**config.mk**
```make
export PLATFORM = sky130hd
export DESIGN_NAME = sprite_collision_unit
export DESIGN_NICKNAME = d
export VERILOG_FILES = /design/src/rtl/sprite_collision_unit.sv
export SDC_FILE = /design/constraint.sdc
export NUM_CORES = 1
export LEC_CHECK = 0
export CORE_MARGIN = 5
export CORE_UTILIZATION = 41
export DETAILED_ROUTE_END_ITERATION = 8
export DONT_BUFFER_PORTS = 1
export GPL_TIMING_DRIVEN = 1
export HOLD_SLACK_MARGIN = 0.1
export SLEW_MARGIN = 40
export SYNTH_ARGS = -nofsm -noshare
export SYNTH_HDL_FRONTEND = slang
export SYNTH_SLANG_ARGS = --single-unit
```
**constraint.sdc**
```tcl
create_clock -name clk -period 2.45 [get_ports clk]
set_clock_uncertainty 0.1 [all_clocks]
set_input_delay 0.3675 -clock clk [delete_from_list [all_inputs] [get_ports clk]]
set_output_delay 0.3675 -clock clk [all_outputs]
set_load 0.02 [all_outputs]
```
**src/rtl/sprite_collision_unit.sv**
```systemverilog
// rtl/sprite_collision_unit.sv - per-frame pairwise sprite collision detector and report
//
// Purpose: ANDs every pair of gfx layers during the visible area, accumulates
// the overlaps over one frame and publishes a frame-stable report on the rising
// edge of vsync. The first rise after reset only primes the unit, because the
// frame in progress at reset release is partial.
//
// Optional feature macro: COLL_STICKY_EN (adds ack; report ORs across frames
// until acknowledged). Undefined: each publication overwrites the report.
//
// Ports:
//   clk, reset          clock, asynchronous active-high reset
//   vsync               rising edge marks the frame boundary
//   display_on          visible-area qualifier
//   hpos, vpos          current pixel position (9 bits each)
//   gfx[NUM_OBJ]        per-object pixel-on bits
//   ack                 (COLL_STICKY_EN only) clears the published report
//   coll[NUM_PAIRS]     published pair flags, pairs (i<j) enumerated i then j
//   obj_hit[NUM_OBJ]    published per-object involvement
//   hit_x, hit_y        position of the first colliding pixel
//   hit_valid           hit_x/hit_y meaningful
//   hit_count           colliding pixels in the frame, saturating at 255
//   frame_done          one-cycle pulse on each publication
module sprite_collision_unit #(
    parameter int  NUM_OBJ   = 4,
    localparam int NUM_PAIRS = NUM_OBJ * (NUM_OBJ - 1) / 2
) (
    input  logic                 clk,
    input  logic                 reset,
    input  logic                 vsync,
    input  logic                 display_on,
    input  logic [8:0]           hpos,
    input  logic [8:0]           vpos,
    input  logic [NUM_OBJ-1:0]   gfx,
`ifdef COLL_STICKY_EN
    input  logic                 ack,
`endif
    output logic [NUM_PAIRS-1:0] coll,
    output logic [NUM_OBJ-1:0]   obj_hit,
    output logic [8:0]           hit_x,
    output logic [8:0]           hit_y,
    output logic                 hit_valid,
    output logic [7:0]           hit_count,
    output logic                 frame_done
);

    // Mask of the pair bits that involve object 'obj'.
    function automatic logic [NUM_PAIRS-1:0] obj_mask(input int obj);
        logic [NUM_PAIRS-1:0] m;
        int p;
        m = '0;
        p = 0;
        for (int i = 0; i < NUM_OBJ; i++) begin
            for (int j = i + 1; j < NUM_OBJ; j++) begin
                if (i == obj || j == obj) m = m | (NUM_PAIRS'(1) << p);
                p++;
            end
        end
        return m;
    endfunction

    logic                 r_vsync_d;
    logic                 r_primed;
    logic [NUM_PAIRS-1:0] r_acc_pairs;
    logic [7:0]           r_acc_cnt;
    logic [8:0]           r_acc_x;
    logic [8:0]           r_acc_y;
    logic                 r_acc_v;

    logic [NUM_PAIRS-1:0] r_coll;
    logic [NUM_OBJ-1:0]   r_obj_hit;
    logic [8:0]           r_hit_x;
    logic [8:0]           r_hit_y;
    logic                 r_hit_valid;
    logic [7:0]           r_hit_count;
    logic                 r_frame_done;

    logic                 w_rise;
    logic [NUM_PAIRS-1:0] w_hits;
    logic [NUM_OBJ-1:0]   w_acc_obj;
    logic                 w_clr;
    logic                 w_sticky;

    assign w_rise = vsync & ~r_vsync_d;

    // Pair index for (i,j): pairs of all earlier rows, then offset within row i.
    for (genvar gi = 0; gi < NUM_OBJ; gi++) begin : g_row
        for (genvar gj = gi + 1; gj < NUM_OBJ; gj++) begin : g_col
            localparam int P = gi * (2 * NUM_OBJ - gi - 1) / 2 + (gj - gi - 1);
            assign w_hits[P] = gfx[gi] & gfx[gj] & display_on;
        end
    end

    for (genvar go = 0; go < NUM_OBJ; go++) begin : g_obj
        localparam logic [NUM_PAIRS-1:0] M = obj_mask(go);
        assign w_acc_obj[go] = |(r_acc_pairs & M);
    end

`ifdef COLL_STICKY_EN
    assign w_clr    = ack;
    assign w_sticky = 1'b1;
`else
    assign w_clr    = 1'b0;
    assign w_sticky = 1'b0;
`endif

    // w_keep_*: report after an optional ack clear. w_base_*: what a
    // publication merges into (the kept report when sticky, empty otherwise).
    logic [NUM_PAIRS-1:0] w_keep_coll, w_base_coll;
    logic [NUM_OBJ-1:0]   w_keep_obj,  w_base_obj;
    logic [8:0]           w_keep_x,    w_keep_y;
    logic                 w_keep_v,    w_base_v;
    logic [7:0]           w_keep_cnt,  w_base_cnt;
    logic [8:0]           w_cnt_sum;
    logic [7:0]           w_cnt_pub;

    assign w_keep_coll = w_clr ? '0    : r_coll;
    assign w_keep_obj  = w_clr ? '0    : r_obj_hit;
    assign w_keep_x    = w_clr ? 9'd0  : r_hit_x;
    assign w_keep_y    = w_clr ? 9'd0  : r_hit_y;
    assign w_keep_v    = w_clr ? 1'b0  : r_hit_valid;
    assign w_keep_cnt  = w_clr ? 8'd0  : r_hit_count;

    assign w_base_coll = w_sticky ? w_keep_coll : '0;
    assign w_base_obj  = w_sticky ? w_keep_obj  : '0;
    assign w_base_v    = w_sticky ? w_keep_v    : 1'b0;
    assign w_base_cnt  = w_sticky ? w_keep_cnt  : 8'd0;

    assign w_cnt_sum   = {1'b0, w_base_cnt} + {1'b0, r_acc_cnt};
    assign w_cnt_pub   = w_cnt_sum[8] ? 8'hFF : w_cnt_sum[7:0];

    always_ff @(posedge clk or posedge reset) begin
        if (reset) begin
            r_vsync_d    <= 1'b0;
            r_primed     <= 1'b0;
            r_acc_pairs  <= '0;
            r_acc_cnt    <= 8'd0;
            r_acc_x      <= 9'd0;
            r_acc_y      <= 9'd0;
            r_acc_v      <= 1'b0;
            r_coll       <= '0;
            r_obj_hit    <= '0;
            r_hit_x      <= 9'd0;
            r_hit_y      <= 9'd0;
            r_hit_valid  <= 1'b0;
            r_hit_count  <= 8'd0;
            r_frame_done <= 1'b0;
        end else begin
            r_vsync_d    <= vsync;
            r_frame_done <= 1'b0;

            r_coll       <= w_keep_coll;
            r_obj_hit    <= w_keep_obj;
            r_hit_x      <= w_keep_x;
            r_hit_y      <= w_keep_y;
            r_hit_valid  <= w_keep_v;
            r_hit_count  <= w_keep_cnt;

            if (w_rise) begin
                if (r_primed) begin
                    r_coll       <= w_base_coll | r_acc_pairs;
                    r_obj_hit    <= w_base_obj | w_acc_obj;
                    r_hit_count  <= w_cnt_pub;
                    r_frame_done <= 1'b1;
                    // First-hit position survives across sticky frames.
                    if (!w_base_v) begin
                        r_hit_x     <= r_acc_x;
                        r_hit_y     <= r_acc_y;
                        r_hit_valid <= r_acc_v;
                    end
                end
                r_primed    <= 1'b1;
                // Hits on the rise cycle itself belong to no frame.
                r_acc_pairs <= '0;
                r_acc_cnt   <= 8'd0;
                r_acc_x     <= 9'd0;
                r_acc_y     <= 9'd0;
                r_acc_v     <= 1'b0;
            end else begin
                r_acc_pairs <= r_acc_pairs | w_hits;
                if (|w_hits) begin
                    if (r_acc_cnt != 8'hFF) r_acc_cnt <= r_acc_cnt + 8'd1;
                    if (!r_acc_v) begin
                        r_acc_x <= hpos;
                        r_acc_y <= vpos;
                        r_acc_v <= 1'b1;
                    end
                end
            end
        end
    end

    assign coll       = r_coll;
    assign obj_hit    = r_obj_hit;
    assign hit_x      = r_hit_x;
    assign hit_y      = r_hit_y;
    assign hit_valid  = r_hit_valid;
    assign hit_count  = r_hit_count;
    assign frame_done = r_frame_done;

endmodule

```
==> impl_metrics.ini <==
[hold_path]
worstHoldPathType = input pin to register

[clock_network]
cts_setup_buffers = 0
cts_tree = built
clk_latency_ns = 0.34
clk_pin_slew_ns = 0.07
htreeDepth = 3
clk_path_buf_depth = 2
cts_buffers = 9
clock_sinks = 73
cts-root-buf = clkbuf_8

[place]
gp_congestion = 0.817
dp_hpwl_microns = 3910
dp.cells = 334
portBuffers = 0

[detailed_routing]
drt_iter0_markers = 75
totalWireLength_microns = 6240
post-route-drc-count = 0
first_pass_iters = 4
ant_nets = 0
avgViaCountPerCell = 5.24
wire_per_inst_microns = 16.5
vias = 1974

[final_layout]
layout-drive-gt1-share_pct = 22.4
fin_nets = 303
diodes = 0
layoutNonFillerInstCount = 377
area_growth_pct = 20.7

[setup_path]
crit_arrival_ns = 2.14
startpoint = r_acc_cnt[0]$_DFFE_PP0P_
required_ns = 2.62
r2r_end = r_acc_cnt[5]$_DFFE_PP0P_
r2r-start = r_acc_cnt[0]$_DFFE_PP0P_
path_class = register to register
crit_path_max_fanout = 7
rr_worst_depth = 5
cp-start-kind = register
end_kind = register
endpoint = r_acc_cnt[5]$_DFFE_PP0P_
ff2ff_setup_slack_ns = 0.48

[sta]
drv_slew = 0
max_clock_freq_mhz = 507
finalSetupViolCount = 0
worst_pin_slew_ns = 0.722
min_period_ns = 1.97
hold_viol = 0
slew-limit-headroom_pct = 51.8
finalSetupTns_ns = 0
min_period_over_period_pct = 80.5
rsz0062_at_grt = no

[floorplan]
start_util_pct = 42.6
dieArea_sq_um = 8980
die_h_microns = 94.7
io_pins = 64
chipWidth_microns = 94.7
rows = 30
design.core.area_sq_um = 6910

[synth]
synth_area_sq_um = 2940
synthArstFlopShare_pct = 100
syn_inst = 245
syn_nets = 272
yosysTopAreaCell = dfrtp_1
yosysTopAreaCellShare_pct = 62.0
synth_top_flop_cell = dfrtp_1
synth.area.top_cells = dfrtp_1 62%, mux2_2 12%, nand2_1 5.6%
synth_edf_count = 0
yosysWarnings = 0
synth_seq_cells = 73
ys_types = 40
syn_avg_cell_area_sq_um = 12.0
yosysSeqAreaShare_pct = 62.0

[power_and_ir_drop]
p_leak_nw = 1.62
powerDensity_nw_per_um2 = 827
vdd_drop_max_mv = 0.400

[global_route]
grt_usage_pct = 15.3
antenna_found_initial = 0
grt-ovfl-total = 0
grt_pass1_wl_microns = 10300
grt_pass1_vias = 2041
grt_max_degree = 42

[run]
max-cap-violations = 0

[outcome]
run_status = finished clean
repair_timing:
action,in CTS,in global routing
resized for setup,0,0
hold endpoints to repair,57,0
hold buffers,27,0
metrics by stage:
step	instance area, sq um	setup slack (ns)	utilization [%]	hold WS, ns	power, mW
finish	3550	0.478	51.4	0.123	2.94
global placement	3050	0.567	44.2	0.299	1.85
detailed placement	3050	0.493	44.2	0.299	1.86
global route	3550	0.366	51.4	0.136	3.10
CTS	3550	0.489	51.4	0.108	2.98
floorplan	2940	0.129	-	0.299	1.78
state kept, by name (all words and copies together), names as in the netlist:
signal       cells
r_acc_x          9
hit_x            9
r_acc_pairs      6
r_primed         1
r_acc_cnt        8
hit_valid        1
r_acc_y          9
r_acc_v          1
hit_count        8
r_vsync_d        1
obj_hit          4
coll             6
frame_done       1
hit_y            9
cell usage in the layout, fill, tap and decap left out, types with 6 or more instances in the layout:
cell type,synthesis,final
dfrtp_1,73,73
o21ai_0,7,7
nor2_1,6,6
a21oi_1,24,24
mux2_2,32,32
nor3_1,6,6
dlygate4sd3_1,0,27
a31oi_1,6,6
clkbuf_8,1,11
nand2_1,44,43
logic make-up after synthesis:
group	Yosys count	share of synthesized area, %
flip-flops	73	62.0
AND/OR/NAND/NOR	72	11.1
AO/OA/AOI/OAI	51	10.8
multiplexers	32	12.2
buffers and inverters	15	3.02
adder cells (fa/ha/maj)	2	0.807
worst max-delay path, stage by stage, from the launching register on:
cell and delay, ns:
dfrtp_1 0.41, ha_1 0.27, and3_1 0.22, and2_1 0.23
or4_1 0.52, a21oi_1 0.15
cells in the mapped netlist, drive strengths merged (2+ instances only):
cell	count
mux2	32
and3	2
nand2b	3
o21ai	8
o31ai	3
nor2	6
a31oi	6
clkbuf	4
or4	2
a21oi	24
inv	3
o211ai	3
nand2	44
buf	7
nor3	6
nand3	2
dfrtp	73
worst min path at each step:
stage / from / to / slack [ns] / cells after the start
4_1_cts: vsync / r_primed$_DFFE_PP0P_ / 0.11 / 2
3_3_place_gp: vsync / r_vsync_d$_DFF_PP0_ / 0.30 / 0
6_report: vsync / r_primed$_DFFE_PP0P_ / 0.12 / 2
3_5_place_dp: vsync / r_vsync_d$_DFF_PP0_ / 0.30 / 0
2_1_floorplan: vsync / r_vsync_d$_DFF_PP0_ / 0.30 / 0
5_1_grt: vsync / r_primed$_DFFE_PP0P_ / 0.14 / 2
power breakdown:
part / internal [mW] / total, mW / leakage, nW / switching [mW]
logic: 0.156 / 0.298 / 0.539 / 0.142
clock network: 0.625 / 1.07 / 0.115 / 0.443
registers: 1.35 / 1.57 / 0.961 / 0.221
total: 2.13 / 2.94 / 1.62 / 0.807
metal layers:
metal  wire length, microns  vias up  GRT usage, %  part of all wire, %
li1                       -      919             -                    -
met3                    505        8          6.06                  8.1
met1                   2730      984          19.7                   44
met4                    101        0          6.85                  1.6
met2                   2900       63          22.7                   47
met5                      0        -             0                    0
area by class of cell:
cell class	instances	area [sq um]
timing repair buffer	32	333
clock inverter	5	77.6
inverter	3	11.3
fill	649	3350
multi-input combinational	157	1030
tap	96	120
sequential	73	1830
clock buffer	11	151
Power figures use the tool's default switching activity.
